$ cat config.mk
export PLATFORM = sky130hd
export DESIGN_NAME = input_buff_loader
export DESIGN_NICKNAME = d
export VERILOG_FILES = /design/src/rtl/mmu_pkg.sv /design/src/rtl/bank_row_counter.sv /design/src/rtl/input_buff_loader.sv
export SDC_FILE = /design/constraint.sdc
export NUM_CORES = 1
export LEC_CHECK = 0
export BUFFER_PORTS_ARGS = -buffer_cell sky130_fd_sc_hd__buf_2
export CORE_MARGIN = 4
export CORE_UTILIZATION = 25
export CTS_BUF_LIST = sky130_fd_sc_hd__clkbuf_8
export DETAILED_ROUTE_END_ITERATION = 8
export GPL_ROUTABILITY_DRIVEN = 0
export MAX_ROUTING_LAYER = met4
export PLACE_DENSITY = 0.51
export SYNTH_ARGS = -nofsm -noshare
export SYNTH_HDL_FRONTEND = slang
export SYNTH_SLANG_ARGS = --single-unit
$ cat constraint.sdc
create_clock -name clk -period 2.2 [get_ports clk]
set_clock_uncertainty 0.2 [all_clocks]
set_input_delay 0.44 -clock clk [delete_from_list [all_inputs] [get_ports clk]]
set_output_delay 0.44 -clock clk [all_outputs]
set_load 0.01 [all_outputs]
$ cat src/rtl/mmu_pkg.sv
// mmu_pkg: shared widths, address type and loader state encoding
package mmu_pkg;
  localparam int DATA_WIDTH = 8;
  localparam int BAND_WIDTH = 25;
  localparam int SRAM_DEPTH = 1024;
  localparam int ROW_W = $clog2(SRAM_DEPTH);
  localparam int BANK_W = $clog2(BAND_WIDTH);
  localparam int SIZE_W = ROW_W + 1;
  typedef logic [BANK_W+ROW_W-1:0] addr_t;
  typedef enum logic [1:0] {IDLE, LOAD, FLUSH} state_t;
endpackage

$ cat src/rtl/bank_row_counter.sv
// bank_row_counter: beat-order bank/row walk with modulo-BAND_WIDTH bank wrap
module bank_row_counter
  import mmu_pkg::*;
(
  input  logic              clk,
  input  logic              rst,
  input  logic              clear,
  input  logic              inc,
  input  logic [SIZE_W-1:0] size,
  output logic [BANK_W-1:0] bank,
  output logic [ROW_W-1:0]  row,
  output logic              is_final
);
  logic bank_wrap;
  assign bank_wrap = bank == BANK_W'(BAND_WIDTH - 1);
  assign is_final = bank_wrap && {1'b0, row} == size - SIZE_W'(1);
  always_ff @(posedge clk or posedge rst)
    if (rst) begin
      bank <= '0;
      row  <= '0;
    end else if (clear) begin
      bank <= '0;
      row  <= '0;
    end else if (inc) begin
      bank <= bank_wrap ? '0 : bank + 1'b1;
      row  <= bank_wrap ? row + 1'b1 : row;
    end
endmodule

$ cat src/rtl/input_buff_loader.sv
// input_buff_loader: scatters a byte stream across the input-buffer banks and flags burst completion
module input_buff_loader
  import mmu_pkg::*;
(
  input  logic                  clk,
  input  logic                  rst,
  input  logic                  start_i,
  input  logic [SIZE_W-1:0]     BURST_SIZE,
  input  logic                  s_valid_i,
  output logic                  s_ready_o,
  input  logic [DATA_WIDTH-1:0] s_data_i,
  input  logic                  s_last_i,
  output logic                  wea_o,
  output addr_t                 addra_o,
  output logic [DATA_WIDTH-1:0] dia_o,
  output logic                  busy_o,
  output logic                  load_done_o,
  output logic                  err_o
);
  state_t state;
  logic [SIZE_W-1:0] size_q;
  logic final_err;
  logic [BANK_W-1:0] bank;
  logic [ROW_W-1:0] row;
  logic is_final, accept, cfg_bad, clear;
  assign s_ready_o = state == LOAD;
  assign busy_o = state != IDLE;
  assign accept = s_valid_i && s_ready_o;
  assign cfg_bad = BURST_SIZE == '0 || BURST_SIZE > SIZE_W'(SRAM_DEPTH);
  assign clear = state == IDLE && start_i && !cfg_bad;
  bank_row_counter u_cnt (
    .clk(clk), .rst(rst), .clear(clear), .inc(accept), .size(size_q),
    .bank(bank), .row(row), .is_final(is_final)
  );
  // missing s_last_i on the final beat is reported alongside load_done_o
  always_ff @(posedge clk or posedge rst)
    if (rst) begin
      state       <= IDLE;
      size_q      <= '0;
      final_err   <= 1'b0;
      wea_o       <= 1'b0;
      addra_o     <= '0;
      dia_o       <= '0;
      load_done_o <= 1'b0;
      err_o       <= 1'b0;
    end else begin
      wea_o       <= accept;
      load_done_o <= 1'b0;
      err_o       <= 1'b0;
      if (accept) begin
        addra_o <= {bank, row};
        dia_o   <= s_data_i;
      end
      case (state)
        IDLE: if (start_i) begin
          err_o <= cfg_bad;
          if (!cfg_bad) begin
            size_q <= BURST_SIZE;
            state  <= LOAD;
          end
        end
        LOAD: if (accept) begin
          if (is_final) begin
            state     <= FLUSH;
            final_err <= !s_last_i;
          end else if (s_last_i) begin
            err_o <= 1'b1;
            state <= IDLE;
          end
        end
        FLUSH: begin
          load_done_o <= 1'b1;
          err_o       <= final_err;
          state       <= IDLE;
        end
        default: state <= IDLE;
      endcase
    end
endmodule

After elaboration in Yosys (flattened, before gate mapping)
Index checks and enable logic that the tools add are counted.
{"block": "word_totals", "ram_bits": 0, "latch_bits": 0, "wordCells": 57, "rom_bits": 0, "out_inout_bits": 28, "memories": 0, "ff_bits": 55}
{"block": "op_classes", "n_mul": 0, "eq_ne": 8, "bitwise_logic": 1, "n_mux": 18, "reduce_logical": 16, "addsub": 3, "n_lt_le_gt_ge": 1, "n_div": 0, "n_shift": 0}
{"operator": "10-bit two-way mux", "n": 3}
{"operator": "5-bit two-way mux", "n": 3}
{"operator": "10-bit by 11-bit == test with 1-bit output", "n": 1}
{"operator": "11-bit > comparator (second input constant)", "n": 1}
{"operator": "11-bit logical NOT", "n": 1}
{"operator": "11-bit by 1-bit subtractor with 11-bit output (second input constant)", "n": 1}
{"operator": "10-bit by 1-bit adder with 10-bit output (second input constant)", "n": 1}
{"operator": "2-bit two-way mux", "n": 5}
{"operator": "3-bit AND reduction", "n": 2}
{"operator": "2-bit nonzero test", "n": 3}
{"operator": "5-bit by 1-bit adder with 5-bit output (second input constant)", "n": 1}
{"operator": "5-bit == test (second input constant)", "n": 1}
{"operator": "1-bit two-way mux", "n": 5}
{"operator": "1-bit logical AND", "n": 4}
{"operator": "2-bit inequality test (second input constant)", "n": 2}
{"operator": "2-bit case mux with 2 select lines", "n": 1}
{"operator": "4-bit AND reduction", "n": 1}
{"operator": "3-bit by 1-bit inequality test with 1-bit output (second input constant)", "n": 1}
{"operator": "1-bit case mux with 3 select lines", "n": 1}
{"operator": "2-bit by 1-bit == test with 1-bit output (second input constant)", "n": 1}
{"operator": "2-bit == test (second input constant)", "n": 1}
{"operator": "1-bit logical NOT", "n": 2}
{"operator": "2-bit logical NOT", "n": 1}
{"operator": "2-bit by 1-bit inequality test with 1-bit output (second input constant)", "n": 1}
{"operator": "3 further kinds", "n": 3}

Longest topological paths before layout
Gate-level depths: netlist of the first run.
{"block": "depth", "depth_word": 6, "ltp_mapped": 10, "ltp_nobuf": 8}

By module
From an unflattened synthesis of the first run, not the netlist that was laid out.
{"block": "hier_totals", "hier_cells": 296, "hier_area_um2": 2736.4}
{"mod": "input_buff_loader", "area_each_um2": 1606.5, "n_inst": 1, "seq_area_each_um2": 1001.0, "cells_per_inst": 161}
{"mod": "bank_row_counter", "area_each_um2": 1129.8, "n_inst": 1, "seq_area_each_um2": 375.4, "cells_per_inst": 135}

Worst setup path before layout of the first run
No wires, ideal clock.
{"block": "synth_timing", "kind": "register to register", "start": "register size_q[0]", "end": "register err_o", "stages_incl_launch_ff": 10, "required_time_ns": 1.880, "synth_period_minus_slack_ns": 2.400, "setup_slack_ns": -0.200, "arrival_ns": 2.080, "path_cell_list": "dfrtp_1 clkbuf_1 inv_1 ha_1 clkbuf_1 xor3_1 nor4_1 o2111ai_2 nand4b_1 a31o_2"}
{"block": "synth_between", "elab_chain_cells": 6}
{"item": "from (decl)", "line": "input_buff_loader.sv:21", "source": "logic [SIZE_W-1:0] size_q;"}
{"item": "from (signal assigned)", "line": "input_buff_loader.sv:39", "source": "size_q <= '0;"}
{"item": "from (signal assigned)", "line": "input_buff_loader.sv:58", "source": "size_q <= BURST_SIZE;"}
{"item": "11-bit by 1-bit subtractor with 11-bit output", "line": "bank_row_counter.sv:16", "source": "assign is_final = bank_wrap && {1'b0, row} == size - SIZE_W'(1);"}
{"item": "10-bit by 11-bit == test with 1-bit output", "line": "bank_row_counter.sv:16"}
{"item": "1-bit logical AND", "line": "bank_row_counter.sv:16"}
{"item": "1-bit two-way mux", "line": "input_buff_loader.sv:63", "source": "if (is_final) begin"}
{"item": "1-bit two-way mux", "line": "input_buff_loader.sv:62", "source": "LOAD: if (accept) begin"}
{"item": "1-bit case mux with 3 select lines", "line": "input_buff_loader.sv:54", "source": "case (state)"}
{"item": "to (signal assigned)", "line": "input_buff_loader.sv:56", "source": "err_o <= cfg_bad;"}
{"item": "to (signal assigned)", "line": "input_buff_loader.sv:73", "source": "err_o <= final_err;"}
{"item": "to (decl)", "line": "input_buff_loader.sv:18", "source": "output logic err_o"}
Every way passes these cells.
A chain may end at the register's enable or synchronous reset.

Worst setup path after layout of the first run
{"block": "layout_timing", "start": "register size_q[0]", "end": "register final_err"}
{"block": "layout_between", "elab_chain_cells": 4}
{"item": "11-bit by 1-bit subtractor with 11-bit output", "line": "bank_row_counter.sv:16"}
{"item": "10-bit by 11-bit == test with 1-bit output", "line": "bank_row_counter.sv:16"}
{"item": "1-bit logical AND", "line": "bank_row_counter.sv:16"}
{"item": "3-bit AND reduction (no line)"}
{"item": "to (signal assigned)", "line": "input_buff_loader.sv:65", "source": "final_err <= !s_last_i;"}
{"item": "to (decl)", "line": "input_buff_loader.sv:22", "source": "logic final_err;"}
Every way passes these cells.

==> metrics.md, run 1 <==
| Metric | Value |
|---|---|
| Gate power share | 36.6% |
| Worst Max-Slew Pin Slew | approximately 430 ps |
| Max Cap Violations | 0 |
| Fraction of registers with async set or reset after synthesis | 100% |
| Share of the synthesized area in the top cell type | just under 50% |
| Ys flop type | dfrtp_1 |
| Largest net degree at the start of global routing | 38 |
| RSZ-0062 raised after global routing | yes |
| Total CTS buffers | 5 |
| Vias in the first global route | 2304 |
| Min-Delay Path Class | in -> reg |
| Drt via density | 4.49 |
| CTS Sinks | 55 |
| Synthesis-to-layout area growth | 29.6% |
| Cell Pwr Density | approximately 850 nW/um^2 |
| Sequential fraction of the synthesis area | between 40% and 50% |
| Initial DRC Count | roughly 150 |
| Overflow left after global routing | 0 |
| Root buffer cell | clkbuf_8 |
| Routed len/inst | around 13 um |
| First-pass GRT wire length | ~11 mm |
| Port bufs | 51 |
| Worst path top cell family by delay | simple AND/OR/NAND/NOR gates |
| Die Wd | 113 um |
| Post-synth EDFFs | 0 |
| Endpoints failing setup | 1 |
| Global-route usage over all layers | roughly 11% |
| HPWL after DPL | 4.99 mm |
| Clk slew on worst S/H paths | ~110 ps |
| Most numerous cell in the Yosys netlist | nand2_1 |
| Mapped Cells | around 300 |
| DR vias | between 2000 and 2500 |
| Die H | around 110 um |
| Critical path type | reg -> reg |
| Pre-antenna DRT Iters | 4 |
| Avg Cell Area, Syn | 9.27 um^2 |
| YS warnings | 0 |
| Startpoint Class | flip-flop |
| CP Data Arrival Time | 2230 ps |
| CP max FO | 6 |
| Psw | around 1.1 mW |
| Clk_lat worst skew | between 300 and 400 ps |
| Slowest cell on crit path | dfrtp_1 |
| Failing checks | setup timing |
| Antenna violations before repair | 0 |
| Htree depth | 2 |
| Synthesized area | 2770 um^2 |
| Crit-path max cell delay | 420 ps |
| Fin Hold WS | approximately 110 ps |
| WL final | 6.78 mm |
| Final ANT Viol Nets | 0 |
| Syn nets | 327 |
| Final hold vios | 0 |
| Max-slew violation count | 0 |
| Layout cells sized above 1 | about 32% |
| Clock power frac | between 20% and 30% |
| Commonest cells in the netlist | 78 x nand2_1, 55 x dfrtp_1, 24 x nor2_1 |
| Io pins | 52 |
| Synth cell types | 46 |
| Sw frac | ~34% |
| Final total power | between 3 and 4 mW |
| Core area | approximately 11000 um^2 |
| Largest area contributor in the netlist | dfrtp_1 |
| Setup total negative slack | -30.8 ps |
| Clk buf depth | 2 |
| Worst IR drop on VDD | between 0.4 and 0.5 mV |
| Worst EP required | around 2200 ps |
| Sequential Power Share | between 40% and 50% |
| CP cell instances | inv_4, ha_4, or3b_4, or4_4, o2111ai_2, nor2_2, and4_4, mux2i_1 |
| Status | finished, violations left |
| Setup ws final | -30.8 ps |
| Fmax achieved | approximately 450 MHz |
| Top cells by area, synth | dfrtp_1 50%, nand2_1 11%, xor2_1 3.8%, nor2_1 3.3%, mux2_2 2.8% |
| Leakage | 1.78 nW |
| Site Rows | 38 |
| Seq cells post-synth | 55 |
| Drt drc | 0 |
| N_diodes | 0 |
| Final period util | 101% |
| CTS tree | built |
| Initial Util | between 20 and 30% |
| Setup crit end kind | flip-flop |
| Final Critical Period | 2230 ps |
| Die area | ~13000 um^2 |
| Rel. slew slack | roughly 71% |
| Worst path bufs/invs | 1 |
| NumNets Final | slightly above 400 |
| Int Power | ~2 mW |
cell type report:
cell class / count / area [um^2]
repair buffers: 91 / 571
fillers: 1158 / 7250
clock inverters: 2 / 20.0
flip-flops and latches: 55 / 1380
multi-input cells: 218 / 1320
clock buffers: 6 / 82.6
well taps: 140 / 175
inverters: 11 / 43.8
flip-flops by register name, summed over array words and instances, names as in the netlist:
signal / count
wea_o: 1
dia_o: 8
u_cnt.row: 10
size_q: 11
load_done_o: 1
err_o: 1
addra_o: 15
state: 2
final_err: 1
u_cnt.bank: 5
per-layer routing:
metal	track usage, %	up-vias	share of wire [%]
met5	-	-	0
met4	3.13	0	1.1
met3	2.19	9	3.4
met2	18.0	36	48
met1	14.3	1130	47
li1	-	1174	-
placed cells by master, fill, tap and decap left out, drive strengths merged, types with 3 or more instances in the layout:
cell / synthesis / routed
nand4: 4 / 4
mux2: 7 / 7
inv: 10 / 11
or3: 3 / 3
o311ai: 3 / 3
buf: 3 / 90
clkbuf: 12 / 6
and4: 4 / 4
nor3: 6 / 6
xor2: 12 / 12
dfrtp: 55 / 55
a21oi: 8 / 8
nand2: 78 / 78
ha: 4 / 4
xnor2: 9 / 9
nor2: 25 / 25
nand3: 8 / 8
o21ai: 12 / 12
nor4: 4 / 4
nand4b: 4 / 4
and3: 3 / 3
timing repair:
action | CTS | global route
setup endpoints to repair | 3 | 3
endpoints found under the hold margin | 18 | 0
hold buffers | 1 | 0
resized for setup | 6 | 2
pin swaps | 5 | 1
buffers inserted | 2 | 1
worst min-delay path: stages:
cell and delay [ps]:
buf_2 70, nand2_1 40, nand2_1 40
stage by stage:
stage | area, um^2 | worst slack (ps) | utilization (%) | std cells
floorplan | 2810 | -5.10 | - | 299
global placement | 3440 | -107 | 31.7 | 511
detailed placement | 3440 | -142 | 31.7 | 511
CTS | 3580 | -38.6 | 33.0 | 522
global route | 3590 | -171 | 33.1 | 523
finish | 3590 | -30.8 | 33.1 | 523
power groups by stage:
stage                     registers (mW)  clock network (mW)  logic (mW)
after floorplan                     1.33                   0       0.624
after global placement              1.31                   0        1.05
after detailed placement            1.32                   0        1.06
after CTS                           1.30               0.664        1.11
after global routing                1.33               0.699        1.24
final                               1.30               0.631        1.12
cell families after synthesis:
kind of cell / count (synthesis) / synth area share (%)
mux: 9 / 3.57
compound gates: 34 / 7.95
fa+ha+maj: 4 / 1.81
flops: 55 / 49.7
buf+inv: 26 / 3.93
xor+xnor: 22 / 7.49
simple gates: 149 / 25.6
final timing paths:
path                                  start    endpoint  slack [ps]  depth (start not counted)
worst max register to register    size_q[0]   final_err         -30                          8
worst min-delay path            s_data_i[0]    dia_o[0]         110                          3
max in group asynchronous               rst  size_q[10]         780                          4
min in group asynchronous               rst    dia_o[3]         470                          3
worst max-delay path              size_q[0]   final_err         -30                          8
worst min register to register   addra_o[8]  addra_o[8]         280                          2
(Power assumes the default switching activity.)
==> run 2: changes to the inputs <==
--- a/config.mk
+++ b/config.mk
@@ -5,6 +5,7 @@
 export SDC_FILE = /design/constraint.sdc
 export NUM_CORES = 1
 export LEC_CHECK = 0
+export ABC_AREA = 1
 export BUFFER_PORTS_ARGS = -buffer_cell sky130_fd_sc_hd__buf_2
 export CORE_MARGIN = 4
 export CORE_UTILIZATION = 25
@@ -12,7 +13,7 @@
 export DETAILED_ROUTE_END_ITERATION = 8
 export GPL_ROUTABILITY_DRIVEN = 0
 export MAX_ROUTING_LAYER = met4
-export PLACE_DENSITY = 0.51
+export PLACE_DENSITY_LB_ADDON = 0.15
 export SYNTH_ARGS = -nofsm -noshare
 export SYNTH_HDL_FRONTEND = slang
 export SYNTH_SLANG_ARGS = --single-unit
==> metrics.md, run 2 <==
| Metric | Value |
|---|---|
| Status | complete, no violations |
| Fin Hold WS | 108 ps (+0.176 ps) |
| Synthesis-to-layout area growth | 19.2% |
| FF-to-FF setup slack | 260 ps (+290 ps) |
| Pre-antenna DRT Iters | 4 (unchanged) |
| Clk slew on worst S/H paths | 110 ps (about the same) |
| Startpoint Class | flip-flop |
| N_diodes | 0 (unchanged) |
| Biggest regs | addra_o x15, size_q x11, u_cnt.row x10 |
| Fraction of registers with async set or reset after synthesis | 100% (unchanged) |
| Worst path bufs/invs | 2 (+1) |
| Final Critical Period | 1940 ps (-293 ps) |
| Worst path top cell family by delay | simple AND/OR/NAND/NOR gates |
| Worst Reg2Reg Path Length in Cells | 12 (+4) |
| Most frequent cells in the layout | 98 x nand2_1, 55 x dfrtp_1, 51 x buf_2 |
| Max-slew violation count | 0 (unchanged) |
| Io pins | 52 (unchanged) |
| Most common cell after layout, fill and taps aside | nand2_1 |
| Worst R2R End | final_err |
| First-pass GRT wire length | 11.7 mm (+3.2%) |
| DR vias | 2323 (-1.1%) |
| Worst Max-Slew Pin Slew | 376 ps (-57.2 ps) |
| Vias in the first global route | 2336 (+1.4%) |
| Critical path type | reg -> reg |
| Avg Cell Area, Syn | 8.12 um^2 (-12%) |
| CTS Sinks | 55 (unchanged) |
| Fillers | 1209 (+4.4%) |
| Clk buf depth | 2 (unchanged) |
| Initial Util | 26.0% (+0.43 points) |
| Hold Startpoint | s_data_i[1] |
| Final ANT Viol Nets | 0 (unchanged) |
| Hold path depth | 3 (unchanged) |
| Largest net degree at the start of global routing | 39 (+2.6%) |
| Port bufs | 51 (unchanged) |
| Root buffer cell | clkbuf_8 |
| HPWL after DPL | 5.17 mm (+3.6%) |
| CP Data Arrival Time | 1950 ps (-280 ps) |
| Final period util | 88.1% (-13 points) |
| Endpoints failing setup | 0 (-1) |
| NumNets Final | 436 (+6.3%) |
| Seq cells post-synth | 55 (unchanged) |
| Htree depth | 2 (unchanged) |
| Total CTS buffers | 5 (unchanged) |
| WL final | 6.80 mm (+0.35%) |
| Placed instance count | 539 (+5.5%) |
| Leakage | 1.74 nW (-1.8%) |
| Antenna violations before repair | 0 (unchanged) |
| Largest reg by FF count | addra_o |
| Final hold vios | 0 (unchanged) |
| Crit-path max cell delay | 360 ps (-60 ps) |
| Slowest cell on crit path | dfrtp_1 |
| CP max FO | 2 (-4) |
| Routed len/inst | 12.4 um (-4.2%) |
| Ys flop type | dfrtp_1 |
| Post-synth EDFFs | 0 (unchanged) |
| Die H | 115 um (+1.6%) |
| Drt via density | 4.24 (-5.6%) |
| Top cells by area, synth | dfrtp_1 48%, nand2_1 13%, o21ai_0 5.2%, xor2_1 5.2%, inv_1 5.1% |
| Sequential fraction of the synthesis area | 48.0% (-1.7 points) |
| Final total power | 4.03 mW (+32%) |
| CP most frequent cell | nand2_1 |
| Global-route usage over all layers | 11.4% (+0.30 points) |
| RSZ-0062 raised after global routing | no |
| Site Rows | 38 (unchanged) |
| Setup total negative slack | 0 ps (+30.8 ps) |
| Hold endpoint | dia_o[1] |
| Commonest cells in the netlist | 98 x nand2_1, 55 x dfrtp_1, 39 x inv_1 |
| Synthesized area | 2870 um^2 (+3.5%) |
| Setup crit end kind | flip-flop |
| Die area | 13200 um^2 (+3.2%) |
| Overflow left after global routing | 0 (unchanged) |
| R2r startpoint | size_q[1] |
| Initial DRC Count | 136 (-6.8%) |
| Most numerous cell in the Yosys netlist | nand2_1 |
| CTS tree | built |
| Largest area contributor in the netlist | dfrtp_1 |
| Core area | 11000 um^2 (+1.8%) |
| Share of the synthesized area in the top cell type | 48.0% (-1.7 points) |
| Mapped Cells | 353 (+18%) |
| Max Cap Violations | 0 (unchanged) |
| Layout cells sized above 1 | 23.0% (-9.3 points) |
| CP cell instances | inv_1, ha_2, xor2_2, nand2_1, nor2_1, nand3_1, nor2_2, nand2_1, nor2_2, nand3_1, nand2_1, inv_1 |
| Final Util | 31.0% (-2.1 points) |
| Min-Delay Path Class | in -> reg |
| Flip-flop count of the largest register after layout | 15 (unchanged) |
| Clk_lat worst skew | 320 ps (about the same) |
| Fmax achieved | 516 MHz (+15%) |
| Worst EP required | 2210 ps (about the same) |
| Syn nets | 381 (+17%) |
| Cell Pwr Density | 1180 nW/um^2 (+39%) |
| YS warnings | 0 (unchanged) |
| Die Wd | 115 um (+1.6%) |
| Rel. slew slack | 74.7% (+3.6 points) |
| Fin cells | 548 (+4.8%) |
| Synth cell types | 29 (-37%) |
| Worst IR drop on VDD | 0.405 mV (-4.0%) |
| Drt drc | 0 (unchanged) |
-- run 2: cell count changes in the layout (fill, tap and decap cells not counted), moves of 6 or more --
cell	before	now
a21oi_1	8	1
buf_4	38	6
inv_1	6	37
mux2_2	7	0
nand2_1	78	98
nand3_1	8	27
nor2_2	1	7
o21ai_0	11	30
xnor2_1	9	3
-- run 2: per-stage QoR --
stage	instance area (um^2)	worst slack [ps]
CTS	3390	153
floorplan	2870	217
global placement	3300	135
detailed placement	3300	76.9
global route	3420	9.28
finish	3420	262
-- run 2: worst register-to-register path, stage by stage, from the launching register on --
cell,delay [ps]
dfrtp_1,360
inv_1,80
ha_2,340
xor2_2,180
nand2_1,70
nor2_1,80
nand3_1,80
nor2_2,100
nand2_1,70
nor2_2,100
nand3_1,70
nand2_1,70
inv_1,30
-- run 2: what timing repair did --
action                                 CTS  global route
endpoints found under the hold margin   15             0
setup buffers                            0             1
resized for setup                        0             5
hold buffers                             1             0
setup endpoints to repair                0             2
-- run 2: cells by family after synthesis --
group / after synthesis / share of synthesized area, %
compound gates: 46 / 9.21
flops: 55 / 48.0
simple gates: 173 / 26.6
fa+ha+maj: 4 / 1.75
buf+inv: 55 / 8.33
xor+xnor: 20 / 6.11
-- run 2: layer usage --
metal | global-route usage (%) | vias up | part of all wire (%)
met1 | 16.8 | 1039 | 54
met4 | 3.05 | 0 | 1.2
li1 | - | 1220 | -
met2 | 15.4 | 57 | 39
met5 | - | - | 0
met3 | 2.95 | 7 | 6.2
-- run 2: worst max path at each step --
stage | slack [ps] | end | cells after the start | startpoint
after global placement | 130 | u_cnt.bank[0] | 11 | BURST_SIZE[5]
after CTS | 150 | final_err | 12 | size_q[0]
after detailed placement | 80 | u_cnt.bank[2] | 11 | BURST_SIZE[5]
after global routing | 9 | final_err | 14 | size_q[1]
after floorplan | 220 | addra_o[0] | 1 | rst
final | 260 | final_err | 12 | size_q[1]
-- run 2: area by class of cell --
| cell class | count | area [um^2] | share of cell area (%) |
|---|---|---|---|
| Multi-Input combinational cell | 243 | 1270 | 37.2 |
| Timing Repair Buffer | 60 | 350 | 10.2 |
| Sequential cell | 55 | 1380 | 40.3 |
| Clock buffer | 5 | 68.8 | 2.01 |
| Inverter | 43 | 161 | 4.72 |
| Tap cell | 140 | 175 | 5.12 |
| Clock inverter | 2 | 16.3 | 0.476 |
-- run 2: power by group --
| part | switching, mW | total, mW | internal [mW] | leakage, nW |
|---|---|---|---|---|
| Sequential | 0.354 | 1.74 | 1.38 | 0.708 |
| Combinational | 1.03 | 1.71 | 0.685 | 0.995 |
| Clock | 0.353 | 0.576 | 0.223 | 0.0406 |
==> run 3: changes to the inputs <==
--- a/config.mk
+++ b/config.mk
@@ -8,7 +8,7 @@
 export ABC_AREA = 1
 export BUFFER_PORTS_ARGS = -buffer_cell sky130_fd_sc_hd__buf_2
 export CORE_MARGIN = 4
-export CORE_UTILIZATION = 25
+export CORE_UTILIZATION = 62
 export CTS_BUF_LIST = sky130_fd_sc_hd__clkbuf_8
 export DETAILED_ROUTE_END_ITERATION = 8
 export GPL_ROUTABILITY_DRIVEN = 0
==> constraint.sdc (replaced) <==
create_clock -name clk -period 2.25 [get_ports clk]
set_clock_uncertainty 0.2 [all_clocks]
set_input_delay 0.45 -clock clk [delete_from_list [all_inputs] [get_ports clk]]
set_output_delay 0.45 -clock clk [all_outputs]
set_load 0.01 [all_outputs]
==> metrics.md, run 3 (synthesis gave the netlist of run 2 again) <==
| Metric | Value |
|---|---|
| Clk buf depth | 2 (unchanged) |
| Final period util | 90.1% (+2.0 points) |
| Worst EP required | 2250 ps (+40 ps) |
| Core area | 4410 um^2 (-60%) |
| Flip-flop count of the largest register after layout | 15 (unchanged) |
| Pre-antenna DRT Iters | 5 (+1) |
| Setup Fix Bufs, Post-CTS | 0 (unchanged) |
| Die area | 5780 um^2 (-56%) |
| N_diodes | 0 (unchanged) |
| Sw frac | 41.9% (-1.2 points) |
| RSZ-0062 raised after global routing | no |
| First-pass GRT wire length | 10.2 mm (-13%) |
| CTS tree | built |
| Htree depth | 2 (unchanged) |
| Initial Util | 65.0% (+39 points) |
| Drt drc | 0 (unchanged) |
| Gate power share | 40.9% (-1.6 points) |
| Worst IR drop on VDD | 0.722 mV (+78%) |
| Int Power | 2.26 mW (-1.5%) |
| Clk_lat worst skew | 320 ps (about the same) |
| Final hold vios | 0 (unchanged) |
| Place WS | 97.7 ps (+20.8 ps) |
| Endpoints failing setup | 0 (unchanged) |
| Global-route usage over all layers | 21.7% (+10 points) |
| Final ANT Viol Nets | 0 (unchanged) |
| Max Cap Violations | 0 (unchanged) |
| Largest reg by FF count | addra_o |
| Vias in the first global route | 2288 (-2.1%) |
| Setup crit end kind | flip-flop |
| Sequential Power Share | 43.8% (+0.6 points) |
| Critical path type | reg -> reg |
| Cell Pwr Density | 1180 nW/um^2 (about the same) |
| WL final | 5.93 mm (-13%) |
| DR vias | 2382 (+2.5%) |
| Clk slew on worst S/H paths | 100 ps (about the same) |
| HPWL after DPL | 4.54 mm (-12%) |
| Routed len/inst | 12.9 um (+3.8%) |
| Placed instance count | 451 (-16%) |
| Biggest regs | addra_o x15, size_q x11, u_cnt.row x10 |
| Most common cell after layout, fill and taps aside | nand2_1 |
| Instance area at placement | 3190 um^2 (-3.3%) |
| Rel. slew slack | 69.0% (-5.7 points) |
| Layout cells sized above 1 | 22.1% (-0.98 points) |
| Most frequent cells in the layout | 98 x nand2_1, 55 x dfrtp_1, 51 x buf_2 |
| Status | complete, no violations |
| Site Rows | 24 (-37%) |
| Setup total negative slack | 0 ps (unchanged) |
| Psw | 1.63 mW (-6.1%) |
| Fin cells | 460 (-16%) |
| Die H | 76.0 um (-34%) |
| Synthesis-to-layout area growth | 15.1% |
| Overflow left after global routing | 0 (unchanged) |
| CP max FO | 4 (+2) |
| Io pins | 52 (unchanged) |
| Antenna violations before repair | 0 (unchanged) |
| Initial DRC Count | 125 (-8.1%) |
| Drt via density | 5.18 (+22%) |
| NumNets Final | 435 (-0.23%) |
| Leakage | 1.75 nW (+0.47%) |
| Total CTS buffers | 5 (unchanged) |
| Die Wd | 76.0 um (-34%) |
| Root buffer cell | clkbuf_8 |
| Clock power frac | 15.3% (+1.0 points) |
| Fin Hold WS | 124 ps (+16.1 ps) |
| CP Data Arrival Time | 2030 ps (+80 ps) |
| # hold bufs at CTS | 1 (unchanged) |
| Setup ws final | 223 ps (-40.0 ps) |
| Worst Max-Slew Pin Slew | 464 ps (+88.5 ps) |
| CTS resizes | 0 (unchanged) |
| Final Util | 74.8% (+44 points) |
| Fmax achieved | 493 MHz (-4.4%) |
| Final total power | 3.89 mW (-3.5%) |
| Port bufs | 51 (unchanged) |
| Final instance area | 3300 um^2 (-3.4%) |
| Largest net degree at the start of global routing | 26 (-33%) |
| Max-slew violation count | 0 (unchanged) |
| CTS Sinks | 55 (unchanged) |
| Min-Delay Path Class | in -> reg |
| Final Critical Period | 2030 ps (+90.0 ps) |
| Startpoint Class | flip-flop |
## run 3: cell types whose count changed in the layout (fill, tap and decap cells not counted), sizes merged
cell,before,now
clkbuf,5,6
buf,59,58
clkinv,0,1
clkinvlp,1,0
## run 3: final timing paths
path / from / endpoint / slack (ps) / cells past startpoint
max: size_q[0] / state[0] / 220 / 13
min: s_data_i[4] / dia_o[4] / 120 / 3
max reg2reg: size_q[0] / state[0] / 220 / 13
min reg2reg: dia_o[5] / dia_o[5] / 280 / 2
max in group asynchronous: rst / size_q[3] / 820 / 4
min in group asynchronous: rst / u_cnt.row[5] / 490 / 3
## run 3: layer usage
metal | share of wire (%) | wire length [um] | global-route usage (%) | up-vias
li1 | - | - | - | 1224
met4 | 0.62 | 37 | 4.80 | 0
met5 | 0 | 0 | - | -
met3 | 5.5 | 324 | 5.79 | 4
met1 | 44 | 2630 | 27.1 | 1097
met2 | 50 | 2930 | 35.5 | 57
## run 3: layout make-up
cell class / count / area (um^2)
clock buffer: 6 / 82.6
clock inverter: 2 / 20.0
fill: 334 / 1110
inverter: 43 / 161
multi-input combinational: 243 / 1250
sequential: 55 / 1380
tap: 52 / 65.1
timing repair buffer: 59 / 343
## run 3: power by group through the flow
stage               clock network [mW]  registers [mW]  logic (mW)
finish                           0.596            1.70        1.59
global placement                     0            1.70        1.55
global route                     0.669            1.75        1.81
detailed placement                   0            1.70        1.61
floorplan                            0            1.71        1.11
CTS                              0.614            1.69        1.61
## run 3: worst max-delay path: stages, from the launching register on
cell and delay [ps]:
dfrtp_1 410, inv_1 140, ha_1 220, nand2_1 130, nor2_2 150, nand3_1 80, nand2_1 90, nand2_1 60
nor2_1 90, nand3_1 120, nand2_1 90, nand2_1 50, nand2_1 50, nand2_1 40
